==> config.mk <==
export PLATFORM = sky130hd
export DESIGN_NAME = sync_fifo_gen_flat
export DESIGN_NICKNAME = d
export VERILOG_FILES = /design/src/rtl/sync_fifo_gen_if.sv /design/src/rtl/sync_fifo_gen.sv /design/src/flat_wrapper.sv
export SDC_FILE = /design/constraint.sdc
export NUM_CORES = 1
export LEC_CHECK = 0
export CAP_MARGIN = 20
export CORE_MARGIN = 10
export CORE_UTILIZATION = 61
export CTS_BUF_LIST = sky130_fd_sc_hd__clkbuf_8
export CTS_CLUSTER_DIAMETER = 30
export DETAILED_ROUTE_END_ITERATION = 10
export PLACE_DENSITY_LB_ADDON = 0.05
export REMOVE_ABC_BUFFERS = 1
export SETUP_SLACK_MARGIN = 0.15
export SLEW_MARGIN = 10
export SYNTH_ARGS = -nofsm -noshare
export SYNTH_HDL_FRONTEND = slang
export SYNTH_SLANG_ARGS = --single-unit
==> constraint.sdc <==
create_clock -name clk50M -period 8.15 [get_ports clk50M]
set_input_delay 2.445 -clock clk50M [delete_from_list [all_inputs] [get_ports clk50M]]
set_output_delay 2.445 -clock clk50M [all_outputs]
set_load 0.01 [all_outputs]
==> src/rtl/sync_fifo_gen_if.sv <==
// Handshake and status bundle for sync_fifo_gen.
// The master side drives requests and data; the slave side is the FIFO itself.
interface sync_fifo_gen_if #(
  parameter int unsigned DATA_W = 8,
  parameter int unsigned ADDR_W = 5
);

  logic              flush;
  logic              err_clr;
  logic              wr_en;
  logic [DATA_W-1:0] din;
  logic              rd_en;
  logic [DATA_W-1:0] dout;
  logic              valid;
  logic              empty;
  logic              full;
  logic              almost_empty;
  logic              almost_full;
  logic [ADDR_W:0]   count;
  logic              overflow;
  logic              underflow;

  modport master (
    output flush,
    output err_clr,
    output wr_en,
    output din,
    output rd_en,
    input  dout,
    input  valid,
    input  empty,
    input  full,
    input  almost_empty,
    input  almost_full,
    input  count,
    input  overflow,
    input  underflow
  );

  modport slave (
    input  flush,
    input  err_clr,
    input  wr_en,
    input  din,
    input  rd_en,
    output dout,
    output valid,
    output empty,
    output full,
    output almost_empty,
    output almost_full,
    output count,
    output overflow,
    output underflow
  );

endinterface

==> src/rtl/sync_fifo_gen.sv <==
// Parametrised single-clock FIFO with thresholds, sticky error flags, flush
// and an optional first-word-fall-through read port.
module sync_fifo_gen #(
  parameter int unsigned DATA_W   = 8,
  parameter int unsigned ADDR_W   = 5,
  parameter int unsigned AF_LEVEL = (2 ** ADDR_W) - 4,
  parameter int unsigned AE_LEVEL = 4,
  parameter bit          FWFT     = 1'b0
) (
  input logic            clk50M,
  input logic            rst,
  sync_fifo_gen_if.slave bus
);

  localparam int unsigned DEPTH = 2 ** ADDR_W;

  localparam logic [ADDR_W:0]   CntFull = {1'b1, {ADDR_W{1'b0}}};
  localparam logic [ADDR_W:0]   CntOne  = {{ADDR_W{1'b0}}, 1'b1};
  localparam logic [ADDR_W-1:0] PtrOne  = {{(ADDR_W - 1){1'b0}}, 1'b1};
  localparam logic [ADDR_W:0]   AfLevel = AF_LEVEL[ADDR_W:0];
  localparam logic [ADDR_W:0]   AeLevel = AE_LEVEL[ADDR_W:0];

  logic [DATA_W-1:0] mem_q [DEPTH];

  logic [ADDR_W-1:0] wr_ptr_q, wr_ptr_d;
  logic [ADDR_W-1:0] rd_ptr_q, rd_ptr_d;
  logic [ADDR_W:0]   count_q, count_d;
  logic              overflow_q, overflow_d;
  logic              underflow_q, underflow_d;

  logic empty, full;
  logic wr_acc, rd_acc;
  logic ovf_set, unf_set;

  // Acceptance is qualified only by the registered count, never by same-cycle traffic.
  always_comb begin
    empty   = (count_q == '0);
    full    = (count_q == CntFull);
    wr_acc  = bus.wr_en & ~full & ~bus.flush;
    rd_acc  = bus.rd_en & ~empty & ~bus.flush;
    ovf_set = bus.wr_en & full & ~bus.flush;
    unf_set = bus.rd_en & empty & ~bus.flush;
  end

  always_comb begin
    wr_ptr_d    = wr_ptr_q;
    rd_ptr_d    = rd_ptr_q;
    count_d     = count_q;
    overflow_d  = overflow_q;
    underflow_d = underflow_q;
    if (bus.flush) begin
      wr_ptr_d    = '0;
      rd_ptr_d    = '0;
      count_d     = '0;
      overflow_d  = 1'b0;
      underflow_d = 1'b0;
    end else begin
      if (wr_acc) wr_ptr_d = wr_ptr_q + PtrOne;
      if (rd_acc) rd_ptr_d = rd_ptr_q + PtrOne;
      case ({wr_acc, rd_acc})
        2'b10:   count_d = count_q + CntOne;
        2'b01:   count_d = count_q - CntOne;
        default: count_d = count_q;
      endcase
      // A new error event wins over a clear arriving in the same cycle.
      if (ovf_set) begin
        overflow_d = 1'b1;
      end else if (bus.err_clr) begin
        overflow_d = 1'b0;
      end
      if (unf_set) begin
        underflow_d = 1'b1;
      end else if (bus.err_clr) begin
        underflow_d = 1'b0;
      end
    end
  end

  always_ff @(posedge clk50M) begin
    if (rst) begin
      wr_ptr_q    <= '0;
      rd_ptr_q    <= '0;
      count_q     <= '0;
      overflow_q  <= 1'b0;
      underflow_q <= 1'b0;
    end else begin
      wr_ptr_q    <= wr_ptr_d;
      rd_ptr_q    <= rd_ptr_d;
      count_q     <= count_d;
      overflow_q  <= overflow_d;
      underflow_q <= underflow_d;
    end
  end

  // Storage is deliberately not cleared by reset or flush.
  always_ff @(posedge clk50M) begin
    if (!rst && wr_acc) begin
      mem_q[wr_ptr_q] <= bus.din;
    end
  end

  if (FWFT) begin : g_fwft
    assign bus.dout  = mem_q[rd_ptr_q];
    assign bus.valid = ~empty;
  end else begin : g_std
    logic [DATA_W-1:0] dout_q;
    logic              valid_q;

    always_ff @(posedge clk50M) begin
      if (rst) begin
        dout_q  <= '0;
        valid_q <= 1'b0;
      end else begin
        valid_q <= rd_acc;
        if (rd_acc) begin
          dout_q <= mem_q[rd_ptr_q];
        end
      end
    end

    assign bus.dout  = dout_q;
    assign bus.valid = valid_q;
  end

  assign bus.count        = count_q;
  assign bus.empty        = empty;
  assign bus.full         = full;
  assign bus.almost_empty = (count_q <= AeLevel);
  assign bus.almost_full  = (count_q >= AfLevel);
  assign bus.overflow     = overflow_q;
  assign bus.underflow    = underflow_q;

endmodule
==> src/flat_wrapper.sv <==
// flat-port wrapper written by rule: the top's interface ports become plain ports
module sync_fifo_gen_flat 
#(
  parameter int unsigned DATA_W   = 8,
  parameter int unsigned ADDR_W   = 5,
  parameter int unsigned AF_LEVEL = (2 ** ADDR_W) - 4,
  parameter int unsigned AE_LEVEL = 4,
  parameter bit          FWFT     = 1'b0
)
  (clk50M, rst, bus_flush, bus_err_clr, bus_wr_en, bus_din, bus_rd_en, bus_dout, bus_valid, bus_empty, bus_full, bus_almost_empty, bus_almost_full, bus_count, bus_overflow, bus_underflow);
  sync_fifo_gen_if #(.DATA_W(DATA_W), .ADDR_W(ADDR_W)) bus_i ();
  input logic clk50M;
  input logic rst;
  input wire logic [$bits(bus_i.flush)-1:0] bus_flush;
  input wire logic [$bits(bus_i.err_clr)-1:0] bus_err_clr;
  input wire logic [$bits(bus_i.wr_en)-1:0] bus_wr_en;
  input wire logic [$bits(bus_i.din)-1:0] bus_din;
  input wire logic [$bits(bus_i.rd_en)-1:0] bus_rd_en;
  output wire logic [$bits(bus_i.dout)-1:0] bus_dout;
  output wire logic [$bits(bus_i.valid)-1:0] bus_valid;
  output wire logic [$bits(bus_i.empty)-1:0] bus_empty;
  output wire logic [$bits(bus_i.full)-1:0] bus_full;
  output wire logic [$bits(bus_i.almost_empty)-1:0] bus_almost_empty;
  output wire logic [$bits(bus_i.almost_full)-1:0] bus_almost_full;
  output wire logic [$bits(bus_i.count)-1:0] bus_count;
  output wire logic [$bits(bus_i.overflow)-1:0] bus_overflow;
  output wire logic [$bits(bus_i.underflow)-1:0] bus_underflow;
  assign bus_i.flush = bus_flush;
  assign bus_i.err_clr = bus_err_clr;
  assign bus_i.wr_en = bus_wr_en;
  assign bus_i.din = bus_din;
  assign bus_i.rd_en = bus_rd_en;
  assign bus_dout = bus_i.dout;
  assign bus_valid = bus_i.valid;
  assign bus_empty = bus_i.empty;
  assign bus_full = bus_i.full;
  assign bus_almost_empty = bus_i.almost_empty;
  assign bus_almost_full = bus_i.almost_full;
  assign bus_count = bus_i.count;
  assign bus_overflow = bus_i.overflow;
  assign bus_underflow = bus_i.underflow;
  sync_fifo_gen #(.DATA_W(DATA_W), .ADDR_W(ADDR_W), .AF_LEVEL(AF_LEVEL), .AE_LEVEL(AE_LEVEL), .FWFT(FWFT)) u_core (.clk50M(clk50M), .rst(rst), .bus(bus_i));
endmodule
==> results.ini <==
[global_route]
grt_overflow = 0
grt_max_degree = 59
antenna_found_initial = 0
grt_pass1_vias = 6182
grtUsageTotal = 0.196
grt_pass1_wl_um = 36300

[power_and_ir_drop]
p_per_area_nw_per_um2 = 232
power.total_mw = 3.01
p_leak_nw = 4.11
vdd_drop_max_mv = 0.251

[route]
via_count = 5875
drtIter0Drc = 568
finalWirelength_um = 23300
dr.pass1.iters = 5
vias_per_cell = 6.20
drtAntennaViolNets = 0
drc = 0
wl_per_cell_um = 24.6

[cells_and_area]
stdcell_count = 947
final_cell_mix = edfxtp_1 (256), clkbuf_8 (56), nor2_1 (54), mux4_2 (44), clkdlybuf4s50_1 (34)
final_common_cell = edfxtp_1
area_growth_pct = 15.5
post-route-util = 0.720
drive_gt1_frac = 0.202
num_antenna_cells = 0
n_fill_cell = 1114
finalNetCount = 706

[floorplan]
die_height_um = 156
die_x_um = 156
die_area_um2 = 24200
rows = 49
core_um2 = 18000
ios = 35
start_util = 0.623

[timing]
fin_hold_ws_ps = 479
fin_setup_tns_ps = 0
hold_viol = 0
min_period_ps = 4780
rsz0062_at_grt = no
fin_worst_skew_ps = 15.7
tightest_slew_ps = 1040
clock.fmax_mhz = 209
setup_violations = 0
finalMaxSlewViolations = 0
period_share = 0.586
max-slew-margin-rel = 0.308

[synth]
yosysWarningCount = 0
synth-seq-cells = 283
synth.cell_area_um2 = 11200
syn_inst = 610
synth_ff_type = edfxtp_1
synth_async_sr_flop_share = 0
synth_edf_count = 256
synth-seq-area-share = 0.732
syn_avg_cell_area_um2 = 18.4
synth_cell_types = 52

[placement]
dp.final_hpwl_um = 15700
placed_cells = 858
portBuffers = 34
gp_congestion = 0.833

[clock_network]
h-tree-depth = 2
cts_buffers = 50
cts-resized-gates = 0
cts-root-buf = clkbuf_8
cts_sinks = 283
cts_setup_buffers = 0
clk_path_buf_depth = 3
clk_pin_slew_ps = 60
cts_tree = built
hold_buffers = 0
clk_latency_ps = 540

[worst_setup_path]
critical_path_arrival_ps = 2330
crit_required_ps = 5710
r2r_end = u_core.bus.dout[3]
r2r_slack_ps = 4450
path_max_fanout = 6
cp-end-kind = primary output
rr_worst_depth = 6
reg2reg_from = u_core.rd_ptr_q[0]
crit_type = reg -> out
startpoint_type = flip-flop

[outcome]
status = completed

[worst_hold_path]
hold_start = u_core.bus.dout[6]
hold_path_depth = 1
holdPathEnd = u_core.bus.dout[6]
hp-class = reg -> reg

[run]
maxCapViolations = 0

==> through the flow <==
step / worst slack [ps] / area (um2)
after floorplan: 3430 / 11100
after global routing: 3280 / 13000
final: 3370 / 13000
after global placement: 3010 / 11700
after CTS: 3350 / 13000
after detailed placement: 2910 / 11900
==> critical path: stages (launching register included) <==
cell and delay, ps:
dfxtp_1 370, or4_4 600, nor3_2 210, clkdlybuf4s50_1 610
==> metal layers <==
metal  GRT usage  vias to the layer above  part of all wire
met5           0                        -                 0
li1            -                     2611                 -
met2       0.311                      237              0.50
met1       0.268                     2993              0.42
met4      0.0637                        0             0.021
met3      0.0392                       34             0.064
==> synth_stat cells (all sizes together), types with 2 or more instances <==
master	instances	area share
nand2b	3	0.0017
nand2	16	0.0053
nand3	5	0.0022
a22oi	8	0.0053
a22o	14	0.011
a21oi	22	0.0098
clkbuf	15	0.0050
nand3b	3	0.0020
mux2i	33	0.029
mux4	49	0.10
o21ai	4	0.0018
nor2b	6	0.0033
xnor2	5	0.0039
o22ai	7	0.0039
edfxtp	256	0.68
ha	10	0.011
dfxtp	27	0.048
a2111oi	8	0.0088
buf	14	0.010
xor2	5	0.0039
or2	2	0.0011
nor3	5	0.0027
inv	10	0.0033
nor2	55	0.019
or3b	3	0.0023
o221ai	8	0.0062
o311a	2	0.0018
nand4	2	0.0011
==> cells by family (layout without fill, tap and decap cells) <==
family	after synthesis	count (layout)	share of synthesized area
flip-flops	283	283	0.732
AO/OA/AOI/OAI	81	81	0.0556
AND/OR/NAND/NOR	104	104	0.0435
buffers and inverters	39	147	0.0185
adder cells (fa/ha/maj)	11	11	0.0129
multiplexers	82	82	0.129
XOR/XNOR	10	10	0.00780
==> power breakdown <==
group	total, mW	switching (mW)	internal, mW
combinational	0.0763	0.0456	0.0307
sequential	1.59	0.00295	1.58
clock	1.35	0.554	0.794
==> how the worst max path moves through the flow <==
| stage | from | end | slack (ps) | cells past startpoint |
|---|---|---|---|---|
| 2_1_floorplan | u_core.rd_ptr_q[0] | u_core.bus.dout[0] | 3430 | 5 |
| 3_3_place_gp | bus_flush | u_core.bus.count[4] | 3010 | 11 |
| 3_5_place_dp | bus_flush | u_core.bus.count[4] | 2910 | 11 |
| 4_1_cts | u_core.bus.count[0] | bus_empty | 3350 | 3 |
| 5_1_grt | u_core.bus.count[0] | bus_full | 3280 | 3 |
| 6_report | u_core.bus.count[0] | bus_empty | 3370 | 3 |
==> flip-flops by register name, summed over array words and instances (netlist names) <==
name and cells:
u_core.bus.underflow 1, u_core.wr_ptr_q 5, u_core.mem_q 256, u_core.bus.overflow 1
u_core.bus.dout 8, u_core.bus.count 6, u_core.bus.valid 1, u_core.rd_ptr_q 5
==> cell type report <==
| class | count | area, um2 | share of cell area |
|---|---|---|---|
| Clock buffer | 56 | 771 | 0.0594 |
| Clock inverter | 33 | 290 | 0.0224 |
| Inverter | 10 | 37.5 | 0.00289 |
| Multi-Input combinational cell | 288 | 2800 | 0.216 |
| Sequential cell | 283 | 8230 | 0.634 |
| Tap cell | 229 | 287 | 0.0221 |
| Timing Repair Buffer | 48 | 561 | 0.0432 |
Power figures use the tool's default switching activity.
